==> config.mk <==
export PLATFORM = sky130hd
export DESIGN_NAME = bus_sequencer
export DESIGN_NICKNAME = d
export VERILOG_FILES = /design/src/rtl/bus_sequencer.sv
export SDC_FILE = /design/constraint.sdc
export NUM_CORES = 1
export LEC_CHECK = 0
export BUFFER_PORTS_ARGS = -buffer_cell sky130_fd_sc_hd__buf_2
export CAP_MARGIN = 20
export CORE_MARGIN = 3
export CORE_UTILIZATION = 50
export CTS_CLUSTER_DIAMETER = 150
export DETAILED_ROUTE_END_ITERATION = 8
export GPL_TIMING_DRIVEN = 0
export PLACE_DENSITY = 0.78
export SETUP_SLACK_MARGIN = 0.3
export SYNTH_ARGS = -nofsm -noshare
export SYNTH_HDL_FRONTEND = slang
export SYNTH_SLANG_ARGS = --single-unit
export TNS_END_PERCENT = 30
==> constraint.sdc <==
create_clock -name clk -period 2.5 [get_ports clk]
set_clock_uncertainty 0.1 [all_clocks]
set_input_delay 0.5 -clock clk [delete_from_list [all_inputs] [get_ports clk]]
set_output_delay 0.5 -clock clk [all_outputs]
set_load 0.02 [all_outputs]
==> src/rtl/bus_sequencer.sv <==
// Hardwired fetch/decode/indirect sequencer driving the internal bus select and register strobes.
// Optional single-step PAUSE state is compiled in when BUS_SEQ_STEP_EN is defined.
module bus_sequencer #(
    parameter int EXEC_TIMEOUT = 16,
    parameter int SC_W         = 4
) (
    input  logic            clk,
    input  logic            rst,
`ifdef BUS_SEQ_STEP_EN
    input  logic            step_mode,
    input  logic            step,
`endif
    input  logic            run,
    input  logic            halt,
    input  logic [15:0]     ir,
    input  logic            mem_wait,
    input  logic            exec_done,
    output logic [2:0]      bus_sel,
    output logic            ld_ar,
    output logic            ld_ir,
    output logic            inc_pc,
    output logic            mem_rd,
    output logic            exec_start,
    output logic [2:0]      opcode,
    output logic            ind,
    output logic [SC_W-1:0] sc,
    output logic            busy,
    output logic            fault
);

    typedef enum logic [2:0] {
        IDLE, FETCH_A, FETCH_I, DECODE, INDIRECT, EXEC, HALTED, PAUSE
    } state_t;

    localparam logic [2:0] BUS_NONE = 3'd0;
    localparam logic [2:0] BUS_PC   = 3'd2;
    localparam logic [2:0] BUS_IR   = 3'd5;
    localparam logic [2:0] BUS_MEM  = 3'd7;
    localparam logic [7:0] TIMEOUT  = 8'(EXEC_TIMEOUT);

    state_t          state_reg;
    logic [2:0]      bus_sel_reg;
    logic            ld_ar_reg, ld_ir_reg, inc_pc_reg, mem_rd_reg, exec_start_reg;
    logic [2:0]      opcode_reg;
    logic            ind_reg, busy_reg, fault_reg;
    logic [SC_W-1:0] sc_reg, sc_next;
    logic [7:0]      exec_cnt_reg;
    logic            unused_ir_bits;

    assign sc_next        = (sc_reg == '1) ? sc_reg : sc_reg + 1'b1;
    assign unused_ir_bits = ^ir[11:0];

    // Strobes are registered for the cycle being entered; memory readiness is sampled
    // at the edge that starts each read cycle, so a ready read cycle leaves on the next edge.
    always_ff @(posedge clk) begin
        if (rst) begin
            state_reg      <= IDLE;
            bus_sel_reg    <= BUS_NONE;
            ld_ar_reg      <= 1'b0;
            ld_ir_reg      <= 1'b0;
            inc_pc_reg     <= 1'b0;
            mem_rd_reg     <= 1'b0;
            exec_start_reg <= 1'b0;
            opcode_reg     <= 3'd0;
            ind_reg        <= 1'b0;
            sc_reg         <= '0;
            busy_reg       <= 1'b0;
            fault_reg      <= 1'b0;
            exec_cnt_reg   <= 8'd0;
        end else begin
            bus_sel_reg    <= BUS_NONE;
            ld_ar_reg      <= 1'b0;
            ld_ir_reg      <= 1'b0;
            inc_pc_reg     <= 1'b0;
            mem_rd_reg     <= 1'b0;
            exec_start_reg <= 1'b0;
            case (state_reg)
                IDLE: begin
                    sc_reg <= '0;
                    if (run) begin
                        state_reg   <= FETCH_A;
                        bus_sel_reg <= BUS_PC;
                        ld_ar_reg   <= 1'b1;
                        busy_reg    <= 1'b1;
                    end else begin
                        busy_reg    <= 1'b0;
                    end
                end
                FETCH_A: begin
                    state_reg   <= FETCH_I;
                    bus_sel_reg <= BUS_MEM;
                    mem_rd_reg  <= 1'b1;
                    ld_ir_reg   <= !mem_wait;
                    inc_pc_reg  <= !mem_wait;
                    sc_reg      <= sc_next;
                end
                FETCH_I: begin
                    if (ld_ir_reg) begin
                        state_reg   <= DECODE;
                        bus_sel_reg <= BUS_IR;
                        ld_ar_reg   <= 1'b1;
                        sc_reg      <= sc_next;
                    end else begin
                        bus_sel_reg <= BUS_MEM;
                        mem_rd_reg  <= 1'b1;
                        ld_ir_reg   <= !mem_wait;
                        inc_pc_reg  <= !mem_wait;
                    end
                end
                DECODE: begin
                    opcode_reg <= ir[14:12];
                    ind_reg    <= ir[15];
                    sc_reg     <= sc_next;
                    if (ir[15] && ir[14:12] != 3'd7) begin
                        state_reg   <= INDIRECT;
                        bus_sel_reg <= BUS_MEM;
                        mem_rd_reg  <= 1'b1;
                        ld_ar_reg   <= !mem_wait;
                    end else begin
                        state_reg      <= EXEC;
                        exec_start_reg <= 1'b1;
                        exec_cnt_reg   <= 8'd1;
                    end
                end
                INDIRECT: begin
                    if (ld_ar_reg) begin
                        state_reg      <= EXEC;
                        exec_start_reg <= 1'b1;
                        exec_cnt_reg   <= 8'd1;
                        sc_reg         <= sc_next;
                    end else begin
                        bus_sel_reg <= BUS_MEM;
                        mem_rd_reg  <= 1'b1;
                        ld_ar_reg   <= !mem_wait;
                    end
                end
                EXEC: begin
                    // exec_done on the final allowed cycle still wins over the timeout
                    if (exec_done) begin
                        sc_reg <= '0;
                        if (halt) begin
                            state_reg <= HALTED;
                            busy_reg  <= 1'b0;
                        end
`ifdef BUS_SEQ_STEP_EN
                        else if (step_mode) begin
                            state_reg <= PAUSE;
                        end
`endif
                        else if (run) begin
                            state_reg   <= FETCH_A;
                            bus_sel_reg <= BUS_PC;
                            ld_ar_reg   <= 1'b1;
                        end else begin
                            state_reg <= IDLE;
                            busy_reg  <= 1'b0;
                        end
                    end else if (exec_cnt_reg >= TIMEOUT) begin
                        state_reg <= HALTED;
                        fault_reg <= 1'b1;
                        busy_reg  <= 1'b0;
                        sc_reg    <= '0;
                    end else begin
                        exec_cnt_reg <= exec_cnt_reg + 8'd1;
                        sc_reg       <= sc_next;
                    end
                end
                HALTED: begin
                    sc_reg   <= '0;
                    busy_reg <= 1'b0;
                end
`ifdef BUS_SEQ_STEP_EN
                PAUSE: begin
                    sc_reg <= '0;
                    if (halt) begin
                        state_reg <= HALTED;
                        busy_reg  <= 1'b0;
                    end else if (step) begin
                        state_reg   <= FETCH_A;
                        bus_sel_reg <= BUS_PC;
                        ld_ar_reg   <= 1'b1;
                    end
                end
`endif
                default: begin
                    state_reg <= IDLE;
                    sc_reg    <= '0;
                    busy_reg  <= 1'b0;
                end
            endcase
        end
    end

    assign bus_sel    = bus_sel_reg;
    assign ld_ar      = ld_ar_reg;
    assign ld_ir      = ld_ir_reg;
    assign inc_pc     = inc_pc_reg;
    assign mem_rd     = mem_rd_reg;
    assign exec_start = exec_start_reg;
    assign opcode     = opcode_reg;
    assign ind        = ind_reg;
    assign sc         = sc_reg;
    assign busy       = busy_reg;
    assign fault      = fault_reg;

endmodule

==> metrics.md <==
| Metric | Value |
|---|---|
| Global-route total usage across every layer | `18.7%` |
| Worst Path Arrival | `2.22 ns` |
| Netlist cell types | `between 40 and 50` |
| Avg Inst Size Synth | `around 8.8 sq um` |
| Crit path launch type | `flop` |
| Yosys warns | `0` |
| Fin. max-slew vios | `0` |
| Tmin final | `roughly 2.0 ns` |
| Max reg flops | `8` |
| Vias in the first global route | `roughly 1200` |
| Crit path max fanout | `7` |
| Crit path buf inv count | `0` |
| Share of layout cells above drive strength 1 | `between 20 and 30%` |
| DRT iter0 DRCs | `slightly above 70` |
| Total of max-cap violations | `0` |
| Reg clk slew, reported paths | `0.15 ns` |
| Largest net degree at the start of global routing | `17` |
| # nets final | `213` |
| Initial Utilization | `53.8%` |
| Placer Congestion | `about 0.81` |
| Cell family with most CP delay | `compound AO/OA/AOI/OAI gates` |
| First-pass GRT wire length | `around 5.1 mm` |
| Fin util | `roughly three fifths` |
| Area of the multi-input gates | `just under 800 sq um` |
| Worst IR Drop VDD | `0.000475 V` |
| Mapped Cells | `155` |
| Die height | `roughly 58 um` |
| Area of the die | `about 0.0034 sq mm` |
| Setup Buffers After CTS | `0` |
| Slowest cell on crit path | `o32ai_1` |
| Remaining Overflow, GRT | `0` |
| Final hold violation count | `0` |
| Max Buffers Root-to-Sink | `2` |
| Number of diodes | `0` |
| Final ANT Viol Nets | `0` |
| Yosys top cell area share | `~39%` |
| Detailed placement HPWL | `2.39 mm` |
| Chip width | `58.3 um` |
| Clock Root Buffer | `clkbuf_4` |
| Via density | `around 5.8` |
| Critical Path End Type | `flop` |
| # IOs | `40` |
| Syn Nets | `around 180` |
| Floorplan core area | `approximately 0.0025 sq mm` |
| CTS hold repair buffers | `0` |
| Crit Path Class | `flop to flop` |
| # setup viols final | `0` |
| Cell Area, Synth | `0.00137 sq mm` |
| Setup WS post-layout | `0.470 ns` |
| Yosys reg bits | `27` |
| Critical Path, Cell by Cell | `nand2b_1 > o32ai_1 > o21ba_4 > a21oi_2 > and2_1` |
| Synth top area cells | `dfxtp_1, a21oi_1, nor2_1` |
| Status | `complete, no violations` |
| Pre-CTS setup slack | `around 0.49 ns` |
| Fmax | `slightly below 0.5 GHz` |
| DRC errors left | `0` |
| Critical Path RT | `roughly 2.7 ns` |
| TNS Setup | `0 ns` |
| Post-synth ARST share | `0%` |
| Fillers | `around 230` |
| Clock Latency Late Sink | `approximately 0.33 ns` |
| Power Density | `between 600 and 700 mW/mm^2` |
| Relative slew margins | `a little under half` |
| Avg WL per Cell | `between 10 and 15 um` |
| Register Area | `about 540 sq um` |
| Leading area contributor after synthesis | `dfxtp_1` |
| CTS resizes | `0` |
| Syn-to-layout area delta | `15.3%` |
| CTS sink count | `27` |
| Number of synthesized flops with an enable pin | `0` |
| Internal reg-to-reg setup slack | `0.47 ns` |
| Hold Crit Class | `primary input to flop` |
| H-tree depth | `1` |
| Vias | `roughly 1300` |
| Port bufs | `27` |
| Cell Rows | `18` |
| TritonRoute pass-1 iters | `4` |
| Drt total wl | `just over 3 mm` |
| Slew @ Worst Pin | `0.794 ns` |
| RSZ-0062 raised after global routing | `true` |
| Final period util | `81.2%` |
| Worst path max stage delay | `between 0.6 and 0.7 ns` |
| Antenna violations before repair | `0` |
| Leak | `approximately 0.70 nW` |
| Seq/Total Area, Yosys | `about two fifths` |
| CTS tree | `done` |
| Inserted Clock Buffers | `3` |
| Synth Flop Type | `dfxtp_1` |
| Design Power | `~1.0 mW` |
==> per-layer routing <==
layer	track usage, %	routed length [um]
met2	31.7	1510
met1	23.5	1300
met4	7.95	94
met5	0	0
met3	3.07	204
==> final timing paths <==
check | to | from | depth (start not counted)
max reg2reg | exec_cnt_reg[7]$_SDFFE_PP0P_ | state_reg[1]$_SDFFE_PP0P_ | 5
min reg2reg | ind$_SDFFE_PP0P_ | ind$_SDFFE_PP0P_ | 2
min | inc_pc$_SDFF_PP0_ | mem_wait | 2
max | exec_cnt_reg[7]$_SDFFE_PP0P_ | state_reg[1]$_SDFFE_PP0P_ | 5
==> logic make-up after synthesis <==
logic type,count (synthesis),synth area share [%]
adders and majority gates,4,3.66
muxes,6,4.48
xor gates and xnor gates,2,1.28
DFF,27,39.5
AOI/OAI and AO/OA,42,21.2
buffers and inverters,13,4.39
and+or+nand+nor,61,25.5
==> where the power goes <==
part,internal [mW],switching (mW),leakage [nW]
Sequential,0.466,0.0310,0.219
Clock,0.0612,0.133,0.0139
Combinational,0.139,0.198,0.470
==> cells in the mapped netlist (3+ instances only) <==
| cell type | instances |
|---|---|
| o21ai_0 | 8 |
| and3_1 | 4 |
| nand2b_1 | 4 |
| nor2_1 | 15 |
| mux2i_1 | 5 |
| nor3_1 | 6 |
| a21oi_1 | 15 |
| dfxtp_1 | 27 |
| nand3_1 | 4 |
| nand3b_1 | 3 |
| nor3_2 | 3 |
| buf_2 | 3 |
| ha_1 | 4 |
| nand2_1 | 8 |
| inv_1 | 6 |
| nor2b_1 | 4 |
==> stage by stage <==
step,cell area [sq um],cells,hold slack (ns)
global route,1580,216,0.230
CTS,1570,216,0.231
floorplan,1370,155,0.331
global placement,1540,212,0.349
detailed placement,1540,212,0.350
finish,1580,216,0.235
==> worst reg2reg max path, delay by kind of cell, from the launching register on <==
kind / cells / cell delay, ns
AO/OA/AOI/OAI: 3 / 1.13
AND/OR/NAND/NOR: 2 / 0.37
flip-flops: 1 / 0.40
==> placed cells by master (no fill, tap or decap), types with 2 or more instances in the layout <==
cell | synthesis | final
nand3b_1 | 3 | 3
a21oi_2 | 2 | 2
nor3_2 | 3 | 3
inv_1 | 6 | 6
buf_4 | 2 | 2
a21oi_1 | 15 | 15
a211oi_2 | 2 | 2
nor3_1 | 6 | 6
o21a_1 | 2 | 2
clkbuf_1 | 2 | 2
nor2b_1 | 4 | 4
a311oi_1 | 2 | 2
nand2b_1 | 4 | 4
clkbuf_4 | 0 | 3
nand3_1 | 4 | 4
and2_1 | 2 | 2
nand2_1 | 8 | 8
o21ai_0 | 8 | 8
ha_1 | 4 | 4
buf_2 | 3 | 30
and3_1 | 4 | 4
mux2i_1 | 5 | 5
dfxtp_1 | 27 | 27
o21bai_1 | 2 | 2
nor2_1 | 15 | 15
==> layout make-up <==
class	count	area share, %
Timing Repair Buffer	27	8.56
Clock buffer	3	1.43
Buffer	7	2.38
Inverter	6	1.43
Clock inverter	1	0.476
Tap cell	30	2.38
Multi-Input combinational cell	115	49.1
Sequential cell	27	34.3
Power figures use the tool's default switching activity.
